===== config.mk =====
export PLATFORM = sky130hd
export DESIGN_NAME = mux2_arbiter
export DESIGN_NICKNAME = d
export VERILOG_FILES = /design/src/rtl/mux2_arbiter.sv
export SDC_FILE = /design/constraint.sdc
export NUM_CORES = 1
export LEC_CHECK = 0
export BUFFER_PORTS_ARGS = -buffer_cell sky130_fd_sc_hd__buf_2
export CAP_MARGIN = 30
export CORE_AREA = 3 3 78 80
export CTS_CLUSTER_DIAMETER = 120
export DETAILED_ROUTE_END_ITERATION = 16
export DIE_AREA = 0 0 81 83
export PLACE_DENSITY = 0.71
export SYNTH_ARGS = -nofsm -noshare
export SYNTH_HDL_FRONTEND = slang
export SYNTH_SLANG_ARGS = --single-unit
export TNS_END_PERCENT = 100

===== constraint.sdc =====
create_clock -name clk -period 1.88 [get_ports clk]
set_clock_uncertainty 0.05 [all_clocks]
set_input_delay 0 -clock clk [delete_from_list [all_inputs] [get_ports clk]]
set_output_delay 0 -clock clk [all_outputs]
set_load 0.02 [all_outputs]

===== src/rtl/mux2_arbiter.sv =====
// Round-robin 2:1 packet arbiter with a registered mux select; a grant is held for a whole packet.
// Latency: a request sampled in IDLE at edge N can transfer its first beat in cycle N+1; one IDLE bubble between packets.
// Backpressure: out_ready passes straight through to the granted requester; the other requester always sees ready=0.
//
// Optional feature: define MUX_ARB_STATS_EN to add per-requester packet counters
// (the CNT_W parameter and the grant_cnt0/grant_cnt1 ports exist only then).
//
// Ports:
//   clk, reset_n              single rising-edge clock, synchronous active-low reset
//   req0_valid/data/last/ready requester 0 beat handshake
//   req1_valid/data/last/ready requester 1 beat handshake
//   out_valid/data/last/ready  shared downstream beat handshake
//   sel                       registered datapath mux select (0 = requester 0)
//   busy                      high while a grant is held
//   grant_cnt0/grant_cnt1     packets completed per requester (MUX_ARB_STATS_EN only)
module mux2_arbiter #(
    parameter int DW = 64
`ifdef MUX_ARB_STATS_EN
    , parameter int CNT_W = 16
`endif
) (
    input  logic          clk,
    input  logic          reset_n,
    input  logic          req0_valid,
    input  logic [DW-1:0] req0_data,
    input  logic          req0_last,
    output logic          req0_ready,
    input  logic          req1_valid,
    input  logic [DW-1:0] req1_data,
    input  logic          req1_last,
    output logic          req1_ready,
    output logic          out_valid,
    output logic [DW-1:0] out_data,
    output logic          out_last,
    input  logic          out_ready,
    output logic          sel,
    output logic          busy
`ifdef MUX_ARB_STATS_EN
    , output logic [CNT_W-1:0] grant_cnt0
    , output logic [CNT_W-1:0] grant_cnt1
`endif
);

    typedef enum logic [1:0] {
        IDLE   = 2'd0,
        GRANT0 = 2'd1,
        GRANT1 = 2'd2
    } state_t;

    state_t r_state;
    state_t w_state_nxt;
    logic   r_sel;
    logic   w_sel_nxt;
    logic   r_last_gnt;
    logic   w_last_gnt_nxt;

    logic   w_xfer0;
    logic   w_xfer1;
    logic   w_done0;
    logic   w_done1;

    // A beat moves only while its requester holds the grant.
    assign w_xfer0 = (r_state == GRANT0) && req0_valid && out_ready;
    assign w_xfer1 = (r_state == GRANT1) && req1_valid && out_ready;
    assign w_done0 = w_xfer0 && req0_last;
    assign w_done1 = w_xfer1 && req1_last;

    // State register. last_gnt resets to 1 so requester 0 wins the first tie.
    always_ff @(posedge clk) begin
        if (!reset_n) begin
            r_state    <= IDLE;
            r_sel      <= 1'b0;
            r_last_gnt <= 1'b1;
        end else begin
            r_state    <= w_state_nxt;
            r_sel      <= w_sel_nxt;
            r_last_gnt <= w_last_gnt_nxt;
        end
    end

    // Next-state logic. sel is only updated on the IDLE->GRANT transition so
    // the datapath mux never switches in the middle of a packet.
    always_comb begin
        w_state_nxt    = r_state;
        w_sel_nxt      = r_sel;
        w_last_gnt_nxt = r_last_gnt;
        case (r_state)
            IDLE: begin
                // Requester 0 wins if it is alone, or on a tie when 1 went last.
                if (req0_valid && (!req1_valid || r_last_gnt)) begin
                    w_state_nxt = GRANT0;
                    w_sel_nxt   = 1'b0;
                end else if (req1_valid) begin
                    w_state_nxt = GRANT1;
                    w_sel_nxt   = 1'b1;
                end
            end
            GRANT0: begin
                if (w_done0) begin
                    w_state_nxt    = IDLE;
                    w_last_gnt_nxt = 1'b0;
                end
            end
            GRANT1: begin
                if (w_done1) begin
                    w_state_nxt    = IDLE;
                    w_last_gnt_nxt = 1'b1;
                end
            end
            default: begin
                w_state_nxt = IDLE;
            end
        endcase
    end

    // Handshake outputs, decoded from the current state.
    always_comb begin
        out_valid  = 1'b0;
        req0_ready = 1'b0;
        req1_ready = 1'b0;
        case (r_state)
            GRANT0: begin
                out_valid  = req0_valid;
                req0_ready = out_ready;
            end
            GRANT1: begin
                out_valid  = req1_valid;
                req1_ready = out_ready;
            end
            default: begin
                out_valid  = 1'b0;
            end
        endcase
    end

    assign out_data = r_sel ? req1_data : req0_data;
    assign out_last = r_sel ? req1_last : req0_last;
    assign sel      = r_sel;
    assign busy     = (r_state != IDLE);

`ifdef MUX_ARB_STATS_EN
    logic [CNT_W-1:0] r_cnt0;
    logic [CNT_W-1:0] r_cnt1;

    // Packet counters bump on the accepted last beat and wrap naturally.
    always_ff @(posedge clk) begin
        if (!reset_n) begin
            r_cnt0 <= '0;
            r_cnt1 <= '0;
        end else begin
            if (w_done0) begin
                r_cnt0 <= r_cnt0 + 1'b1;
            end
            if (w_done1) begin
                r_cnt1 <= r_cnt1 + 1'b1;
            end
        end
    end

    assign grant_cnt0 = r_cnt0;
    assign grant_cnt1 = r_cnt1;
`endif

endmodule


# After elaboration in Yosys (flattened, before gate mapping)
# Index checks and enable logic that the tools add are counted.
dict set report classes {
  eq_ne 5
  muxes 15
  reduce_logical 16
}
# cell n
set op_table {}
lappend op_table {{2-to-1 mux 64 bit} 1}
lappend op_table {{2-to-1 mux 2 bit} 4}
lappend op_table {{logical AND 1 bit} 7}
lappend op_table {{2-to-1 mux 1 bit} 7}
lappend op_table {{case mux 2 bit (3 select lines)} 1}
lappend op_table {{AND reduction 3 bit} 2}
lappend op_table {{nonzero test 2 bit} 3}
lappend op_table {{!= test 2 bit (second input constant)} 2}
lappend op_table {{case mux 1 bit (2 select lines)} 2}
lappend op_table {{!= test 3 bit (second input constant)} 1}
lappend op_table {{equality test 2 x 1 -> 1 bit (second input constant)} 1}
lappend op_table {{equality test 2 bit (second input constant)} 1}
lappend op_table {{zero test 2 bit} 1}
lappend op_table {{AND reduction 2 bit} 1}
lappend op_table {{zero test 1 bit} 1}
lappend op_table {{logical OR 1 bit} 1}
dict set report totals {
  register_bits 4
  out_inout_bits 70
  elab_cells 39
}

# Logic depth before layout (Yosys ltp)
# Gate-level depths: netlist of run 1.
dict set report depth {
  depth_word 6
  mapped_depth 5
}

# Worst setup path after synthesis of run 1
# No wires, ideal clock.
dict set report synth_timing {
  path_type {reg2reg}
  startpoint {reg r_state[0]}
  endpoint {reg r_state[0]}
  t_arrival_ns 1.087
  path_slack_ns 0.615
  stages_incl_launch_ff 6
  n_path_buf 0
  period_less_slack_ns 1.265
  path_cell_list {dfxtp_1 > inv_1 > ha_1 > nor3b_1 > a221oi_1 > o32ai_1}
}
dict set report synth_between {
  elab_chain_cells 6
}
# item line
set synth_rtl {}
lappend synth_rtl {{start: declaration} 50} ;# state_t r_state;
lappend synth_rtl {{start signal: assignment} 75} ;# r_state <= w_state_nxt;
lappend synth_rtl {{equality test 2 bit or equality test 2 x 1 -> 1 bit (tied branches)} {64, 87, 63}}
lappend synth_rtl {{logical AND 1 bit (on tied branches) (2 in a row)} {64, 63}}
lappend synth_rtl {{logical AND 1 bit (on tied branches)} {66, 65}}
lappend synth_rtl {{!= test 2 bit (no source line)} --}
lappend synth_rtl {{AND reduction 3 bit (no source line)} --}
# Parallel ways exist; a longest one is shown, timed or not.
# A chain may end at the register's enable or synchronous reset.

# Final worst setup path of run 1
dict set report layout_timing {
  startpoint {reg r_sel (netlist: sel)}
  endpoint {out out_data[41]}
}
dict set report layout_between {
  elab_chain_cells 1
}
# item line
set layout_rtl {}
lappend layout_rtl {{start: declaration} 52} ;# logic r_sel;
lappend layout_rtl {{start signal: assignment} 76} ;# r_sel <= w_sel_nxt;
lappend layout_rtl {{2-to-1 mux 64 bit} 136} ;# assign out_data = r_sel ? req1_data : req0_data;
lappend layout_rtl {{end: declaration} 33} ;# output logic [DW-1:0] out_data,
# Every way passes these cells.

==> results.md, run 1 <==
* CTS tree: yes
* RSZ-0062 raised after global routing: no
* Vias/cell at 4.30
* Final hold vios at 0
* Final instance area at between 0.002 and 0.0025 mm²
* HPWL after DPL at 4850 µm
* Main area contributors after synthesis: mux2_2, dfxtp_1, buf_6
* Grt ovf at 0
* Setup TNS at 0 ns
* Post-synthesis cell type count at 23
* TritonCTS Buffers at 3
* Slew Viols, Final at 0
* Synth-to-Final Area Change at 104%
* Core footprint at 0.00547 mm²
* Max-capacitance violation count at 0
* Critical path peak fanout at 38
* Gpl congestion at 0.749
* Clk Latency, worst-skew pair at ~0.22 ns
* Routed length per placed instance at 14.4 µm
* Clk pin slew, worst setup/hold paths at 0.03 ns
* Power Density at 468 mW/mm²
* Pin count of the biggest net entering global routing at 39
* Cell accounting for the most synthesized area: mux2_2
* Pre-Repair DR Iteration Count at 4
* Initial antenna violation count at 1
* Iter 0 DRT Violations at 27
* DRT antenna net count at 0
* Max-slew headroom at 0.697
* NumNets Final at around 450
* Outcome: completed
* Vias at 1635
* Post-synthesis sequential area ratio at 0.0745
* Max VDD drop at ~0.00047 V
* Yosys warnings at 0
* Global-route wire length before repair at around 8100 µm
* Die area at 0.00672 mm²
* Setup Fix Bufs, Post-CTS at 0
* Initial Util at 0.196
* Post-synth top area share at 0.681
* Placed Area at 0.00214 mm²
* Width of the die at 81 µm
* Final core occ at 0.400
* PortBufs at around 200
* CTS Sinks at 4
* Vias in the first global route at ~1700
* Die H at 83 µm
* Setup violators final at 0
* Main synth FF type: dfxtp_1
* WS Path Type: register to output port
* N_diodes at 0
* FP Rows at 27
* Drt drc at 0
* Global Route Usage Sum at 0.147
* Post-synth ARST share at 0
* Post-Synthesis Cells at 105
* Most frequent cell after synthesis: mux2_2
* Worst EP arrival at 1.50 ns
* Post-synth EDFFs at 0
* Root cell of the clock tree: clkbuf_8
* HP Class: input port to register
* Startpoint Class: register
* Overall routed net length at 5460 µm
* Post-synth design cell area at around 0.0011 mm²
* Fin crit period at about 1.5 ns
* Share of post-route cells with drive strength above 1 at 0.899
* CP endpoint kind: output port
* Maximum buffer depth of the clock tree at 2
* CTS H-Tree Depth at 1
* Avg Inst Size Synth at between 10 and 15 µm²
* Final worst-path cycle share at 0.822
* I/O pins at around 210
* FF+latch count, synth at 4
* Top cells by count, synth: mux2_2, inv_1, buf_6, dfxtp_1, ha_1
* Syn nets at 243
* Worst-Margin Slew at 0.455 ns
* Fmax at 647 MHz
* Pleak at 1.20 nW
* Worst endpoint required time at 1.83 ns
-- routing by layer --
metal / vias up / routed length, µm / part of all wire / global-route usage
met4: 2 / 114 / 0.021 / 0.0461
met1: 738 / 1840 / 0.34 / 0.146
met2: 81 / 3000 / 0.55 / 0.294
met3: 10 / 488 / 0.089 / 0.0271
li1: 804 / - / - / -
met5: - / 20 / 0.0037 / 0
-- final timing paths --
check        slack (ns)      endpoint        from  depth (start not counted)
max reg2reg        0.41    r_state[1]  r_state[0]                          5
min reg2reg        0.49    r_last_gnt  r_last_gnt                          2
min                0.12           sel  req1_valid                          3
max                0.33  out_data[41]         sel                          3
-- cell families (layout without fill, tap and decap cells) --
group,after synthesis,count (layout),share of synthesized area
AO/OA/AOI/OAI,9,9,0.0722
adder cells (fa/ha/maj),3,3,0.0349
buffers and inverters,14,217,0.0827
flip-flops,4,4,0.0745
multiplexers,65,65,0.681
AND/OR/NAND/NOR,10,10,0.0547
-- sequential cells by signal (all words and copies together) (netlist names) --
name	cells
r_state	2
r_last_gnt	1
sel	1
-- cell type report --
type / instances / area, µm²
Clock buffer: 3 / 41.3
Fill cell: 581 / 3280
Inverter: 7 / 26.3
Multi-Input combinational cell: 87 / 906
Sequential cell: 4 / 81.3
Tap cell: 72 / 90.1
Timing Repair Buffer: 207 / 1050
-- metrics by stage --
step / hold slack, ns / cells / power [mW] / setup slack (ns)
6_report: 0.120 / 380 / 1.03 / 0.334
5_1_grt: 0.129 / 380 / 1.09 / 0.262
4_1_cts: 0.0972 / 380 / 1.04 / 0.325
3_5_place_dp: 0.163 / 376 / 0.840 / 0.429
3_3_place_gp: 0.161 / 376 / 0.825 / 0.578
2_1_floorplan: 0.0286 / 105 / 0.562 / 0.615
-- power breakdown --
group	leakage, nW	internal, mW	switching [mW]
sequential	0.0332	0.0937	0.00402
combinational	1.15	0.353	0.386
clock	0.0216	0.137	0.0508
total	1.20	0.584	0.441
-- placed cells by master (no fill, tap or decap) --
cell           Yosys  layout
a22oi_1            1       1
nand2_1            2       2
nand3_2            1       1
inv_1              7       7
dlygate4sd3_1      0       1
o221ai_1           1       1
ha_1               3       3
nor2_1             1       1
nand4_1            1       1
and2_1             2       2
a22o_1             1       1
mux2_2            65      65
a211oi_1           1       1
buf_2              2     204
dfxtp_2            0       1
nor3b_1            1       1
clkbuf_8           0       3
buf_4              1       2
dfxtp_1            4       3
a32oi_1            1       1
nand3_1            1       1
a221oi_1           1       1
a211o_2            1       1
o32ai_1            2       2
nor2b_1            1       1
-- timing repair --
item	4_1_cts	5_1_grt
endpoints found under the hold margin	1	0
resized for setup	0	0
setup endpoints to repair	0	0
hold buffers	1	0
-- critical path, cell delays in order, from the launching register on --
cell and delay [ns]:
dfxtp_2 0.31, buf_4 0.39, mux2_2 0.39, buf_2 0.16
(Power assumes the default switching activity.)
==> run 2, diff against run 1 <==
--- a/config.mk
+++ b/config.mk
@@ -7,11 +7,11 @@
 export LEC_CHECK = 0
 export BUFFER_PORTS_ARGS = -buffer_cell sky130_fd_sc_hd__buf_2
 export CAP_MARGIN = 30
-export CORE_AREA = 3 3 78 80
+export CORE_AREA = 3 3 79 81
 export CTS_CLUSTER_DIAMETER = 120
 export DETAILED_ROUTE_END_ITERATION = 16
-export DIE_AREA = 0 0 81 83
-export PLACE_DENSITY = 0.71
+export DIE_AREA = 0 0 82 84
+export PLACE_DENSITY = 0.69
 export SYNTH_ARGS = -nofsm -noshare
 export SYNTH_HDL_FRONTEND = slang
 export SYNTH_SLANG_ARGS = --single-unit
==> constraint.sdc (replaced) <==
create_clock -name clk -period 1.5 [get_ports clk]
set_clock_uncertainty 0.05 [all_clocks]
set_input_delay 0 -clock clk [delete_from_list [all_inputs] [get_ports clk]]
set_output_delay 0 -clock clk [all_outputs]
set_load 0.02 [all_outputs]
==> results.md, run 2 (synthesized netlist as in run 1, its figures left out) <==
* Iter 0 DRT Violations at 20 (-26%)
* Core footprint at 0.00554 mm² (+1.2%)
* Initial Util at 0.194 (-0.00239)
* Depth of the worst register-to-register path at 5 (unchanged)
* Max-capacitance violation count at 0 (unchanged)
* I/O pins at 205 (unchanged)
* Worst EP arrival at 1.34 ns (-0.16 ns)
* PortBufs at 204 (unchanged)
* Maximum buffer depth of the clock tree at 2 (unchanged)
* Multi-input gate area at 915 µm² (+0.97%)
* DRT antenna net count at 0 (unchanged)
* Outcome: completed
* Width of the die at 82 µm (+1.2%)
* Worst slack, placed at 0.0913 ns (-0.337 ns)
* Flop pwr share at 0.096 (about the same)
* Slew Viols, Final at 0 (unchanged)
* Power Density at 583 mW/mm² (+25%)
* Worst-Margin Slew at 0.239 ns (-0.216 ns)
* Pin count of the biggest net entering global routing at 37 (-5.1%)
* Synth-to-Final Area Change at 107%
* RSZ-0062 raised after global routing: no
* FP Rows at 27 (unchanged)
* Clk pin slew, worst setup/hold paths at 0.03 ns (about the same)
* Final worst-path cycle share at 0.929
* Clock power frac at 0.175 (-0.008)
* WS Path Type: register to output port
* N_diodes at 0 (unchanged)
* Reg2Reg Capture Point: r_state[1]
* Die area at 0.00689 mm² (+2.5%)
* CTS tree: yes
* CP max stage cell: mux2_2
* Clk Latency, worst-skew pair at 0.22 ns (about the same)
* Largest Register: r_state
* Hold path cells at 3 (unchanged)
* Root cell of the clock tree: clkbuf_8
* Startpoint Class: register
* Gpl congestion at 0.768 (+2.5%)
* Worst endpoint required time at 1.45 ns (-0.38 ns)
* Setup violators final at 0 (unchanged)
* Net Sw Frac at 0.423 (-0.00700)
* Setup TNS at 0 ns (unchanged)
* Internal power at 0.748 mW (+28%)
* CP endpoint kind: output port
* Worst Min Path Start: req1_valid
* Sw Pwr at 0.549 mW (+24%)
* Global-route wire length before repair at 7330 µm (-9.0%)
* Overall routed net length at 5190 µm (-5.0%)
* Fillers at 570 (-1.9%)
* Pre-Repair DR Iteration Count at 4 (unchanged)
* Fmax at 718 MHz
* Vias/cell at 4.24 (-1.5%)
* CTS H-Tree Depth at 1 (unchanged)
* Global Route Usage Sum at 0.132 (-0.0150)
* Commonest cells after routing, fill and taps aside: buf_2, mux2_2, inv_1
* Slowest stage delay, CP at 0.37 ns (-0.02 ns)
* Initial antenna violation count at 2 (+1)
* Drt drc at 0 (unchanged)
* Grt ovf at 0 (unchanged)
* Tightest hold margin at 0.0929 ns (-0.0274 ns)
* NumNets Final at 448 (unchanged)
* Max reg flops at 2 (unchanged)
* RR Startpoint: r_state[0]
* HP Class: input port to register
* Vias at 1610 (-1.5%)
* Fin crit period at 1.39 ns
* Critical path peak fanout at 36 (-5.3%)
* CTS Sinks at 4 (unchanged)
* Max-slew headroom at 0.841 (+0.144)
* Die H at 84 µm (+1.2%)
* HPWL after DPL at 4650 µm (-4.1%)
* CP cell instances: buf_12 -> mux2_2 -> buf_2
* TritonCTS Buffers at 3 (unchanged)
* Final hold vios at 0 (unchanged)
* Max VDD drop at 0.000463 V (-0.66%)
* Worst hold path endpoint: sel
* Pleak at 1.21 nW (+0.61%)
* Vias in the first global route at 1581 (-4.7%)
* Commonest non-fill, non-tap cell in the layout: buf_2
* Share of post-route cells with drive strength above 1 at 0.906 (+0.00649)
* Register area at 81.3 µm² (unchanged)
* R2R Setup Slk at 0.16 ns (-0.25 ns)
* Comb power frac at 0.728 (+0.007)
* Routed length per placed instance at 13.7 µm (-5.0%)
* Final setup margin at 0.107 ns (-0.227 ns)
[run 2: changes by cell type in the layout (fill, tap and decap cells not counted)]
cell	delta
buf_4	-2
ha_1	-1
ha_2	+1
buf_12	+2
a221oi_1	-1
a221oi_2	+1
[run 2: how the worst max path moves through the flow]
| stage | endpoint | slack, ns | start |
|---|---|---|---|
| after floorplan | r_state[0] | 0.24 | r_state[0] |
| after global placement | r_state[1] | 0.18 | r_state[0] |
| after detailed placement | r_state[1] | 0.09 | r_state[0] |
| after CTS | r_state[0] | 0.07 | r_state[0] |
| after global routing | out_valid | 0.04 | r_state[0] |
| final | out_data[58] | 0.11 | sel |
[run 2: layout make-up]
cell class	count	area share
Sequential cell	4	0.0366
Tap cell	72	0.0405
Inverter	7	0.0118
Timing Repair Buffer	207	0.481
Multi-Input combinational cell	87	0.411
Clock buffer	3	0.0186
[run 2: timing repair]
action	4_1_cts	5_1_grt
hold endpoints to repair	1	0
hold buffers	1	0
resized for setup	0	2
setup endpoints to repair	0	2
setup buffers	0	0
[run 2: power groups by stage]
stage               Clock (mW)  Sequential (mW)  Combinational, mW
finish                   0.227            0.125              0.945
global route             0.239            0.127               1.02
CTS                      0.234            0.125              0.950
detailed placement           0            0.126              0.941
global placement             0            0.126              0.925
floorplan                    0            0.126              0.579
[run 2: through the flow]
step,power (mW),cell area (µm²),utilization,instances
finish,1.30,2220,0.402,380
global route,1.39,2220,0.402,380
CTS,1.31,2220,0.400,380
detailed placement,1.07,2160,0.391,376
global placement,1.05,2160,0.391,376
floorplan,0.705,1070,-,105
[run 2: worst max-delay path: cells and delay by family (launching register included)]
family | cells | cell delay (ns)
buf+inv | 2 | 0.37
flops | 1 | 0.36
mux | 1 | 0.37
[run 2: layer usage]
layer  share of wire  vias to the layer above  GRT usage
met5          0.0065                        -          0
met4          0.0069                        4     0.0317
met1            0.31                      714      0.116
met3            0.12                       10     0.0443
met2            0.56                       80      0.272
li1                -                      802          -
==> run 3, diff against run 2 <==
--- a/config.mk
+++ b/config.mk
@@ -5,13 +5,14 @@
 export SDC_FILE = /design/constraint.sdc
 export NUM_CORES = 1
 export LEC_CHECK = 0
+export ABC_AREA = 1
 export BUFFER_PORTS_ARGS = -buffer_cell sky130_fd_sc_hd__buf_2
 export CAP_MARGIN = 30
 export CORE_AREA = 3 3 79 81
 export CTS_CLUSTER_DIAMETER = 120
 export DETAILED_ROUTE_END_ITERATION = 16
 export DIE_AREA = 0 0 82 84
-export PLACE_DENSITY = 0.69
+export PLACE_DENSITY = 0.72
 export SYNTH_ARGS = -nofsm -noshare
 export SYNTH_HDL_FRONTEND = slang
 export SYNTH_SLANG_ARGS = --single-unit
==> results.md, run 3 <==
* Tightest hold margin at 0.115 ns (+0.0219 ns)
* HPWL after DPL at 4640 µm (-0.24%)
* Outcome: completed
* Global-route wire length before repair at 7540 µm (+2.9%)
* Cell accounting for the most synthesized area: mux2_4
* Global Route Usage Sum at 0.134 (+0.00176)
* Vias at 1685 (+4.7%)
* Clk Latency, worst-skew pair at 0.22 ns (about the same)
* Slew Viols, Final at 0 (unchanged)
* RR Startpoint: r_state[0]
* Main synth FF type: dfxtp_1
* Initial antenna violation count at 0 (-2)
* Clk pin slew, worst setup/hold paths at 0.03 ns (about the same)
* Max VDD drop at 0.000583 V (+26%)
* Critical path peak fanout at 21 (-42%)
* Fillers at 548 (-3.9%)
* Die area at 0.00689 mm² (unchanged)
* CP startpoint: sel
* Setup violators final at 0 (unchanged)
* Depth of the worst register-to-register path at 8 (+3)
* CTS Sinks at 4 (unchanged)
* Fmax at 694 MHz (-3.3%)
* R2R Setup Slk at 0.23 ns (+0.07 ns)
* Worst endpoint required time at 1.45 ns (about the same)
* Max reg flops at 2 (unchanged)
* FP Rows at 27 (unchanged)
* Post-synth ARST share at 0 (unchanged)
* I/O pins at 205 (unchanged)
* Syn nets at 256 (+5.3%)
* N_diodes at 0 (unchanged)
* Commonest non-fill, non-tap cell in the layout: buf_2
* WS Path Type: register to output port
* Top cells by count, synth: mux2_4, mux2_2, nand2_1
* Drt drc at 0 (unchanged)
* Worst slack, placed at 0.246 ns (+0.155 ns)
* Synth-to-Final Area Change at 95.3%
* CTS H-Tree Depth at 1 (unchanged)
* CP endpoint kind: output port
* CP cell instances: buf_12 -> mux2_2 -> buf_2
* Post-synthesis sequential area ratio at 0.0654 (-0.00913)
* Width of the die at 82 µm (unchanged)
* Iter 0 DRT Violations at 33 (+65%)
* Setup TNS at 0 ns (unchanged)
* TritonCTS Buffers at 3 (unchanged)
* Multi-input gate area at 0.00104 mm² (+14%)
* HP Class: input port to register
* Most frequent cell after synthesis: mux2_4
* Share of post-route cells with drive strength above 1 at 0.854 (-0.0514)
* Post-synth top area share at 0.478 (-0.203)
* Post-Synthesis Cells at 118 (+12%)
* Max-capacitance violation count at 0 (unchanged)
* Initial Util at 0.221 (+0.0271)
* Core footprint at 0.00554 mm² (unchanged)
* Pre-Repair DR Iteration Count at 4 (unchanged)
* CP max stage cell: dfxtp_4
* DRT antenna net count at 0 (unchanged)
* Maximum buffer depth of the clock tree at 2 (unchanged)
* Worst-Margin Slew at 0.227 ns (-0.0124 ns)
* Largest Register: r_state
* Post-synth design cell area at 0.00122 mm² (+14%)
* Max-slew headroom at 0.847 (+0.00665)
* Register area at 83.8 µm² (+3.1%)
* Pin count of the biggest net entering global routing at 24 (-35%)
* PortBufs at 204 (unchanged)
* Final hold vios at 0 (unchanged)
* NumNets Final at 462 (+3.1%)
* Post-synth EDFFs at 0 (unchanged)
* Grt ovf at 0 (unchanged)
* Main area contributors after synthesis: mux2_4, mux2_2, dfxtp_1
* Worst Setup EP: out_data[62]
* RSZ-0062 raised after global routing: no
* Slowest stage delay, CP at 0.44 ns (+0.07 ns)
* Routed length per placed instance at 13.1 µm (-4.4%)
* Overall routed net length at 5160 µm (-0.58%)
* Post-synthesis cell type count at 14 (-39%)
* Vias in the first global route at 1740 (+10%)
* Power Density at 698 mW/mm² (+20%)
* FF+latch count, synth at 4 (unchanged)
* Die H at 84 µm (unchanged)
* Gpl congestion at 0.850 (+11%)
* Fin crit period at 1.44 ns (+0.0475 ns)
* Final worst-path cycle share at 0.960 (+0.0317)
* CTS tree: yes
* Commonest cells after routing, fill and taps aside: buf_2, mux2_4, mux2_2
* Vias/cell at 4.27 (+0.68%)
* Setup Fix Bufs, Post-CTS at 0 (unchanged)
* Final setup margin at 0.0595 ns (-0.0475 ns)
* Startpoint Class: register
* Yosys warnings at 0 (unchanged)
* Avg Inst Size Synth at 10.4 µm² (+1.4%)
* Reg2Reg Capture Point: r_last_gnt
* Root cell of the clock tree: clkbuf_8
* Pleak at 1.40 nW (+16%)
* Worst EP arrival at 1.39 ns (+0.05 ns)
-- run 3: cell types whose count changed after synthesis, sizes merged, moves of 2 or more --
cell   delta
nand3     +3
o32ai     -2
nor2      +2
nand2    +13
a21oi     +3
inv       +3
and2      -2
-- run 3: layout make-up --
type,instances,share of cell area
repair buffers,208,0.456
multi-input cells,97,0.437
clock buffers,4,0.0188
well taps,72,0.0377
inverters,10,0.0157
flip-flops and latches,4,0.0350
-- run 3: cell families after synthesis --
family	share of synthesized area
adders and majority gates	0.0306
AOI/OAI and AO/OA	0.0225
buffers and inverters	0.0848
DFF	0.0654
muxes	0.717
and+or+nand+nor	0.0797
-- run 3: where the power goes --
| group | internal (mW) | switching (mW) |
|---|---|---|
| Clock | 0.181 | 0.0560 |
| Combinational | 0.646 | 0.634 |
| Sequential | 0.125 | 0.0264 |
| Total | 0.953 | 0.716 |
-- run 3: through the flow --
| step | total power, mW | area, µm² | utilization | cells |
|---|---|---|---|---|
| 4_1_cts | 1.69 | 2390 | 0.431 | 395 |
| 5_1_grt | 1.79 | 2390 | 0.432 | 395 |
| 2_1_floorplan | 1.01 | 1220 | - | 118 |
| 3_5_place_dp | 1.44 | 2330 | 0.421 | 390 |
| 6_report | 1.67 | 2390 | 0.432 | 395 |
| 3_3_place_gp | 1.42 | 2330 | 0.421 | 390 |
-- run 3: metal layers --
metal | up-vias | wire length [µm] | global-route usage
met1 | 750 | 1790 | 0.132
li1 | 826 | - | -
met4 | 0 | 19 | 0.0242
met2 | 105 | 2820 | 0.270
met3 | 4 | 536 | 0.0335
met5 | - | 0 | 0
-- run 3: how the worst min path moves through the flow --
stage | start | end | slack [ns] | cells after the start
5_1_grt | req0_valid | sel | 0.15 | 4
2_1_floorplan | reset_n | r_last_gnt | 0.03 | 1
3_5_place_dp | reset_n | r_last_gnt | 0.17 | 2
6_report | req0_valid | sel | 0.11 | 4
3_3_place_gp | reset_n | r_last_gnt | 0.16 | 2
4_1_cts | req0_valid | sel | 0.11 | 4
-- run 3: timing repair --
| action | 4_1_cts | 5_1_grt |
|---|---|---|
| hold buffers | 1 | 0 |
| setup endpoints to repair | 0 | 1 |
| gates resized for setup | 0 | 1 |
| hold endpoints to repair | 1 | 0 |
-- run 3: worst max-delay path: cells and delay by family, from the launching register on --
family	cells	cell delay (ns)
buffers and inverters	2	0.38
flip-flops	1	0.44
multiplexers	1	0.35
